## src/rtl/serial_alu_pkg.sv

```systemverilog
// Shared encodings for the bit-serial ALU sequencer: opcodes, FSM states, flag bit positions,
// and the slice-control decode that maps each opcode onto the 1-bit ALU slice inputs.
package serial_alu_pkg;

  localparam logic [1:0] OP_ADD   = 2'd0;
  localparam logic [1:0] OP_SUB   = 2'd1;
  localparam logic [1:0] OP_PASSB = 2'd2;
  localparam logic [1:0] OP_NEGB  = 2'd3;

  typedef enum logic [1:0] {
    ST_IDLE  = 2'd0,
    ST_SHIFT = 2'd1,
    ST_DONE  = 2'd2
  } state_e;

  localparam int FLG_N = 3;
  localparam int FLG_Z = 2;
  localparam int FLG_C = 1;
  localparam int FLG_V = 0;

  // PASSB and NEGB gate operand A off so the slice computes 0 + B (+cin).
  function automatic logic op_aen(input logic [1:0] op);
    return (op == OP_ADD) || (op == OP_SUB);
  endfunction

  function automatic logic op_binv(input logic [1:0] op);
    return (op == OP_SUB) || (op == OP_NEGB);
  endfunction

  // Subtraction and negation are done as A + ~B + 1, so they start with carry set.
  function automatic logic op_carry0(input logic [1:0] op);
    return op_binv(op) && (op != OP_PASSB);
  endfunction

endpackage

```

## src/rtl/serial_alu_seq.sv

```systemverilog
// Bit-serial sequencer feeding an external 1-bit ALU slice, LSB first, with a valid/ready result port.
// Optional macro SERIAL_ALU_FLAGS_EN builds the N/Z/C/V flag logic; otherwise flags reads 4'b0000.
module serial_alu_seq
  import serial_alu_pkg::*;
#(
  parameter  int WIDTH = 16,
  localparam int CNT_W = $clog2(WIDTH)
) (
  input  logic             clk,
  input  logic             reset_n,
  input  logic             start,
  output logic             busy,
  input  logic [1:0]       op,
  input  logic [WIDTH-1:0] opa,
  input  logic [WIDTH-1:0] opb,
  output logic             res_valid,
  input  logic             res_ready,
  output logic [WIDTH-1:0] result,
  output logic [3:0]       flags,
  output logic             slc_a,
  output logic             slc_b,
  output logic             slc_aen,
  output logic             slc_binv,
  output logic             slc_cin,
  output logic             slc_reset,
  input  logic             slc_sum,
  input  logic             slc_cout
);

  localparam logic [CNT_W-1:0] LAST = CNT_W'(WIDTH - 1);

  state_e             state_q, state_d;
  logic [CNT_W-1:0]   count_q, count_d;
  logic               carry_q, carry_d;
  logic [WIDTH-1:0]   a_sh_q, a_sh_d;
  logic [WIDTH-1:0]   b_sh_q, b_sh_d;
  logic [1:0]         op_q, op_d;
  logic [WIDTH-1:0]   result_q, result_d;
  logic               busy_q, busy_d;
  logic               res_valid_q, res_valid_d;
`ifdef SERIAL_ALU_FLAGS_EN
  logic               zacc_q, zacc_d;
  logic [3:0]         flags_q, flags_d;
`endif

  always_comb begin
    state_d     = state_q;
    count_d     = count_q;
    carry_d     = carry_q;
    a_sh_d      = a_sh_q;
    b_sh_d      = b_sh_q;
    op_d        = op_q;
    result_d    = result_q;
    busy_d      = busy_q;
    res_valid_d = res_valid_q;
`ifdef SERIAL_ALU_FLAGS_EN
    zacc_d      = zacc_q;
    flags_d     = flags_q;
`endif
    case (state_q)
      ST_IDLE: begin
        if (start) begin
          a_sh_d  = opa;
          b_sh_d  = opb;
          op_d    = op;
          count_d = '0;
          carry_d = op_carry0(op);
          busy_d  = 1'b1;
          state_d = ST_SHIFT;
`ifdef SERIAL_ALU_FLAGS_EN
          zacc_d  = 1'b0;
`endif
        end
      end
      ST_SHIFT: begin
        if (count_q > LAST) begin
          // Unreachable for power-of-two widths; recovers a corrupted counter otherwise.
          state_d = ST_IDLE;
          busy_d  = 1'b0;
        end else begin
          result_d = {slc_sum, result_q[WIDTH-1:1]};
          carry_d  = slc_cout;
          a_sh_d   = a_sh_q >> 1;
          b_sh_d   = b_sh_q >> 1;
          count_d  = count_q + 1'b1;
`ifdef SERIAL_ALU_FLAGS_EN
          zacc_d   = zacc_q | slc_sum;
`endif
          if (count_q == LAST) begin
            count_d     = '0;
            state_d     = ST_DONE;
            res_valid_d = 1'b1;
`ifdef SERIAL_ALU_FLAGS_EN
            // carry_q is the carry into the MSB, slc_cout the carry out of it.
            flags_d[FLG_N] = slc_sum;
            flags_d[FLG_Z] = ~(zacc_q | slc_sum);
            flags_d[FLG_C] = slc_cout;
            flags_d[FLG_V] = carry_q ^ slc_cout;
`endif
          end
        end
      end
      ST_DONE: begin
        if (res_ready) begin
          state_d     = ST_IDLE;
          res_valid_d = 1'b0;
          busy_d      = 1'b0;
        end
      end
      default: begin
        state_d     = ST_IDLE;
        res_valid_d = 1'b0;
        busy_d      = 1'b0;
      end
    endcase
  end

  always_ff @(posedge clk or negedge reset_n) begin
    if (!reset_n) begin
      state_q     <= ST_IDLE;
      count_q     <= '0;
      carry_q     <= 1'b0;
      a_sh_q      <= '0;
      b_sh_q      <= '0;
      op_q        <= OP_ADD;
      result_q    <= '0;
      busy_q      <= 1'b0;
      res_valid_q <= 1'b0;
`ifdef SERIAL_ALU_FLAGS_EN
      zacc_q      <= 1'b0;
      flags_q     <= '0;
`endif
    end else begin
      state_q     <= state_d;
      count_q     <= count_d;
      carry_q     <= carry_d;
      a_sh_q      <= a_sh_d;
      b_sh_q      <= b_sh_d;
      op_q        <= op_d;
      result_q    <= result_d;
      busy_q      <= busy_d;
      res_valid_q <= res_valid_d;
`ifdef SERIAL_ALU_FLAGS_EN
      zacc_q      <= zacc_d;
      flags_q     <= flags_d;
`endif
    end
  end

  logic shifting;
  assign shifting = (state_q == ST_SHIFT);

  // Slice inputs are quiet and the sum forced outside SHIFT so the slice never sees stale operands.
  assign slc_a     = shifting & a_sh_q[0];
  assign slc_b     = shifting & b_sh_q[0];
  assign slc_aen   = shifting & op_aen(op_q);
  assign slc_binv  = shifting & op_binv(op_q);
  assign slc_cin   = shifting & carry_q;
  assign slc_reset = ~shifting;

  assign busy      = busy_q;
  assign res_valid = res_valid_q;
  assign result    = result_q;
`ifdef SERIAL_ALU_FLAGS_EN
  assign flags     = flags_q;
`else
  assign flags     = 4'b0000;
`endif

endmodule
```

## config.mk

```make
export PLATFORM = sky130hd
export DESIGN_NAME = serial_alu_seq
export DESIGN_NICKNAME = d
export VERILOG_FILES = /design/src/rtl/serial_alu_pkg.sv /design/src/rtl/serial_alu_seq.sv
export SDC_FILE = /design/constraint.sdc
export NUM_CORES = 1
export LEC_CHECK = 0
export BUFFER_PORTS_ARGS = -buffer_cell sky130_fd_sc_hd__buf_2
export CAP_MARGIN = 10
export CORE_ASPECT_RATIO = 2
export CORE_MARGIN = 2
export CORE_UTILIZATION = 52
export DETAILED_ROUTE_END_ITERATION = 16
export PLACE_DENSITY = 0.79
export SLEW_MARGIN = 0
export SYNTH_ARGS = -nofsm -noshare
export SYNTH_HDL_FRONTEND = slang
export SYNTH_SLANG_ARGS = --single-unit
export TNS_END_PERCENT = 100
```

## constraint.sdc

```tcl
create_clock -name clk -period 1.7 [get_ports clk]
set_clock_uncertainty 0.1 [all_clocks]
set_input_delay 0.085 -clock clk [delete_from_list [all_inputs] [get_ports clk]]
set_output_delay 0.085 -clock clk [all_outputs]
set_load 0.02 [all_outputs]
```

### Word-level counts from Yosys, hierarchy flattened

Index checks and enable logic that the tools add are counted.

* register bits: 59
* input bits: 40
* logic and storage cells: 71

* add/sub/neg operators: 1
* magnitude comparators: 1
* eq/ne operators: 14
* multiplexer cells: 25
* bitwise logic cells: 8
* reductions and logical operators: 13

Operator list (count)
* 16-bit 2-to-1 mux: 4
* 16-bit case mux with 2 select lines: 2
* 4-bit 2-to-1 mux: 3
* 3-bit AND reduction: 3
* 2-bit 2-to-1 mux: 4
* 2-bit inequality test (second input constant): 4
* 4-bit case mux with 2 select lines: 1
* 1-bit 2-to-1 mux: 7
* 2-bit by 1-bit == test with 1-bit output (second input constant): 3
* 2-bit == test (second input constant): 3
* 1-bit case mux with 3 select lines: 2
* 2-bit case mux with 3 select lines: 1
* 1-bit bitwise AND: 5
* 4-bit by 1-bit adder with 4-bit output (second input constant): 1
* 4-bit == test (second input constant): 1
* 4-bit greater-than comparator (second input constant): 1
* 2-bit zero test: 2
* 2-bit by 1-bit inequality test with 1-bit output (second input constant): 2
* 2-bit AND reduction: 2
* 4-bit AND reduction: 1
* 1-bit logical OR: 3
* 3-bit by 1-bit inequality test with 1-bit output (second input constant): 1
* 1-bit NOT: 3
* 1-bit case mux with 2 select lines: 1
* other kinds (2): 2

### Depth between registers and ports, before layout

* depth in word-level cells: 5
* mapped depth: 5
* gate-level depth less buffers: 4

### Worst setup path after synthesis

Ideal clock, no wire load.

* kind: register -> register
* start point: reg state_q[1]
* end point: reg op_q[0]
* library setup time: 125 ps
* arrival: 1221 ps
* slack: 254 ps
* cell stages (with the launch flop): 4
* period minus slack after synthesis: 1446 ps
* cell sequence: dfrtp_1 > buf_2 > nor3b_1 > mux2_2

* longest elaborated chain between the ends: 2

Ends and longest elaborated chain
* start, declared: line serial_alu_seq.sv:32 `state_e state_q, state_d;`
* start signal, assigned: line serial_alu_seq.sv:134 `state_q <= state_d;`
* 2-bit zero test: line serial_alu_seq.sv:60 `case (state_q)`
* 2-bit AND reduction (no line)
* end signal, assigned: line serial_alu_seq.sv:139 `op_q <= op_d;`
* end, declared: line serial_alu_seq.sv:37 `logic [1:0] op_q, op_d;`

No other way between the ends.
A chain may end at the register's enable or synchronous reset.

### Worst setup path after layout

* start point: reg state_q[1]
* end point: out slc_b

* longest elaborated chain between the ends: 2

Ends and longest elaborated chain
* 2-bit by 1-bit == test with 1-bit output: line serial_alu_seq.sv:151 `assign shifting = (state_q == ST_SHIFT);`
* 1-bit bitwise AND: line serial_alu_seq.sv:155 `assign slc_b = shifting & b_sh_q[0];`
* end, declared: line serial_alu_seq.sv:21 `output logic slc_b,`

No other way between the ends.

==> results.py <==
metrics = {
    "clock_network": {
        "clkTransAtPathRegs_ps": 60,
        "htree_num_levels": 3,
        "cts_inserted_buffers": 9,
        "clock_path_buffers": 2,
        "clock_sinks": 59,
        "ctsRootBufferMaster": "clkbuf_8",
        "cts_tree": "done",
        "clock_latency_ps": 330,
    },
    "route": {
        "ant_nets": 0,
        "routed_wl_um": 6220,
        "vias": 2170,
        "wire_per_inst_um": 15.4,
        "drt_iter0_drc": 67,
        "firstDrtPassIters": 4,
        "avgViaCountPerCell": 5.37,
        "drcViolationCount": 0,
    },
    "synthesis": {
        "synth_area_um2": 2620,
        "synth_seq_cells": 59,
        "synth_edf_count": 0,
        "synthCells": 245,
        "synth_top_area_frac": 0.564,
        "yosys.area.top_type": "dfrtp_1",
        "synthTopCellsByArea": "dfrtp_1 56%, mux2_2 7.7%, o21ai_0 7.3%",
        "ys.flop_type": "dfrtp_1",
        "synth.distinct_cells": 25,
        "ys_seq_area_frac": 0.564,
        "synth_most_common_cell": "dfrtp_1",
        "avgSynthCellArea_um2": 10.7,
        "synthTopCellsByCount": "59 x dfrtp_1, 39 x nand2_1, 38 x o21ai_0, 21 x a22oi_1, 18 x mux2_2",
        "yosys_warnings": 0,
        "async_reset_ff_frac": 1.00,
    },
    "power": {
        "pwr-share-clk": 0.246,
        "fin_total_pwr_mw": 6.31,
        "combPwrFrac": 0.384,
        "p_per_area_nw_per_um2": 1760,
        "leakage_nw": 1.72,
        "power.internal_mw": 4.13,
        "peakVddDrop_mv": 1.23,
        "p_switching_mw": 2.18,
        "seq_power_share": 0.370,
        "switching_share": 0.345,
    },
    "global_routing": {
        "grt_max_degree": 45,
        "grt_usage": 0.243,
        "grt_pass1_vias": 2166,
        "grt_pass1_wl_um": 10100,
        "antenna_found_initial": 0,
        "overflow": 0,
    },
    "worst_setup_path": {
        "crit_type": "flop to output port",
        "slowest_delay_ps": 450,
        "crit_buf_inv": 2,
        "endpoint_kind": "output port",
        "crit_family": "flip-flops",
        "crit_path_start_kind": "flop",
        "crit_path_cell_trace": "nor2b_4, buf_12, and2_1, buf_2",
        "critPathMaxFanout": 13,
        "required_ps": 1510,
        "cp.arrival_ps": 1420,
        "worst_path_max_delay_cell": "dfrtp_2",
    },
    "timing": {
        "final_hold_viol_count": 1,
        "setup_ws_ps": 99.9,
        "rsz0062_at_grt": "no",
        "hold_ws_ps": -2.65,
        "drv_slew": 0,
        "fin_setup_tns_ps": 0,
        "fin_crit_sh": 0.941,
        "finalSetupViolations": 0,
        "min_period_ps": 1600,
        "fmax_mhz": 625,
    },
    "placement": {
        "place.detailed.hpwl_um": 3880,
        "dp_slack_ps": 281,
        "placed_cell_area_um2": 3030,
        "io_buffers": 63,
        "gp_congestion": 0.818,
    },
    "floorplan": {
        "dieHeight_um": 104,
        "initial_utilization": 0.539,
        "die_area_um2": 5660,
        "io_pins": 68,
        "row_count": 36,
        "die_x_um": 54.2,
        "placeableCoreArea_um2": 4860,
    },
    "finish": {
        "design_area_um2": 3580,
        "multiInputGateArea_um2": 1030,
        "ff_latch_area_um2": 1480,
        "area_growth_pct": 36.5,
        "num_antenna_cells": 0,
        "nFillCells": 370,
        "drive_gt1_frac": 0.334,
        "nets": 383,
    },
    "worst_hold_path": {
        "hold_path_class": "input port to flop",
    },
    "run_status": {
        "violations": "negative hold slack",
        "outcome": "complete, but fails checks",
    },
    "run": {
        "maxCapViolations": 0,
    },
}
-- power by group through the flow --
stage	Combinational, mW	Sequential (mW)	Clock [mW]
global route	2.67	2.42	1.64
floorplan	1.36	2.54	0
detailed placement	2.27	2.35	0
global placement	2.19	2.32	0
CTS	2.32	2.34	1.57
finish	2.42	2.34	1.55
-- state kept, by name (all words and copies together), names as in the netlist --
name / flops
a_sh_q: 16
b_sh_q: 16
busy: 1
carry_q: 1
count_q: 4
op_q: 2
res_valid: 1
result: 16
state_q: 2
-- tightest hold or removal path, delay by kind of cell --
kind / cells / cell delay, ps
buf+inv: 1 / 80
compound gates: 2 / 210
-- what timing repair did --
item | 4_1_cts | 5_1_grt
resized for setup | 0 | 2
setup endpoints to repair | 0 | 4
hold buffers | 25 | 0
setup buffers | 0 | 3
endpoints found under the hold margin | 84 | 0
-- area by class of cell --
type,instances,area share
Sequential cell,59,0.413
Multi-Input combinational cell,164,0.287
Timing Repair Buffer,105,0.209
Clock buffer,11,0.0395
Clock inverter,5,0.0280
Tap cell,57,0.0199
Inverter,3,0.00315
-- final timing paths --
kind                             from  depth (start not counted)    endpoint  slack [ps]
min reg2reg                   carry_q                          2     carry_q         380
min                            opb[6]                          3   b_sh_q[6]          -3
max                        state_q[1]                          4       slc_b         100
max reg2reg                state_q[0]                          6  a_sh_q[13]         170
min in group asynchronous     reset_n                          2  result[15]         100
max in group asynchronous     reset_n                          3  state_q[1]         830
-- through the flow --
stage               std cells   util
finish                    404  0.735
detailed placement        359  0.623
floorplan                 248      -
global route              404  0.735
global placement          359  0.623
CTS                       400  0.724
-- routing by layer --
layer  wire length (µm)  global-route usage  vias up
met5                  0                   0        -
met4                163               0.113        0
met3                270              0.0675       14
met2               3430               0.381       76
met1               2360               0.298     1031
li1                   -                   -     1049
-- cell families (layout without fill, tap and decap cells) --
| logic type | Yosys count | count (layout) | share of synthesized area |
|---|---|---|---|
| fa+ha+maj | 1 | 1 | 0.00477 |
| simple gates | 63 | 63 | 0.124 |
| other cells | 1 | 4 | 0.00143 |
| mux | 18 | 18 | 0.0774 |
| flops | 59 | 59 | 0.564 |
| buf+inv | 25 | 124 | 0.0521 |
| compound gates | 78 | 78 | 0.177 |
-- cells in the final DEF (no fill, tap or decap), types with 10 or more instances in the layout --
| cell | count |
|---|---|
| buf_2 | 63 |
| mux2_2 | 18 |
| nand2_1 | 39 |
| a21oi_1 | 13 |
| and3b_1 | 11 |
| dfrtp_1 | 58 |
| o21ai_0 | 38 |
| dlygate4sd3_1 | 25 |
| clkbuf_8 | 10 |
| buf_4 | 13 |
| a22oi_1 | 21 |
Power figures use the tool's default switching activity.
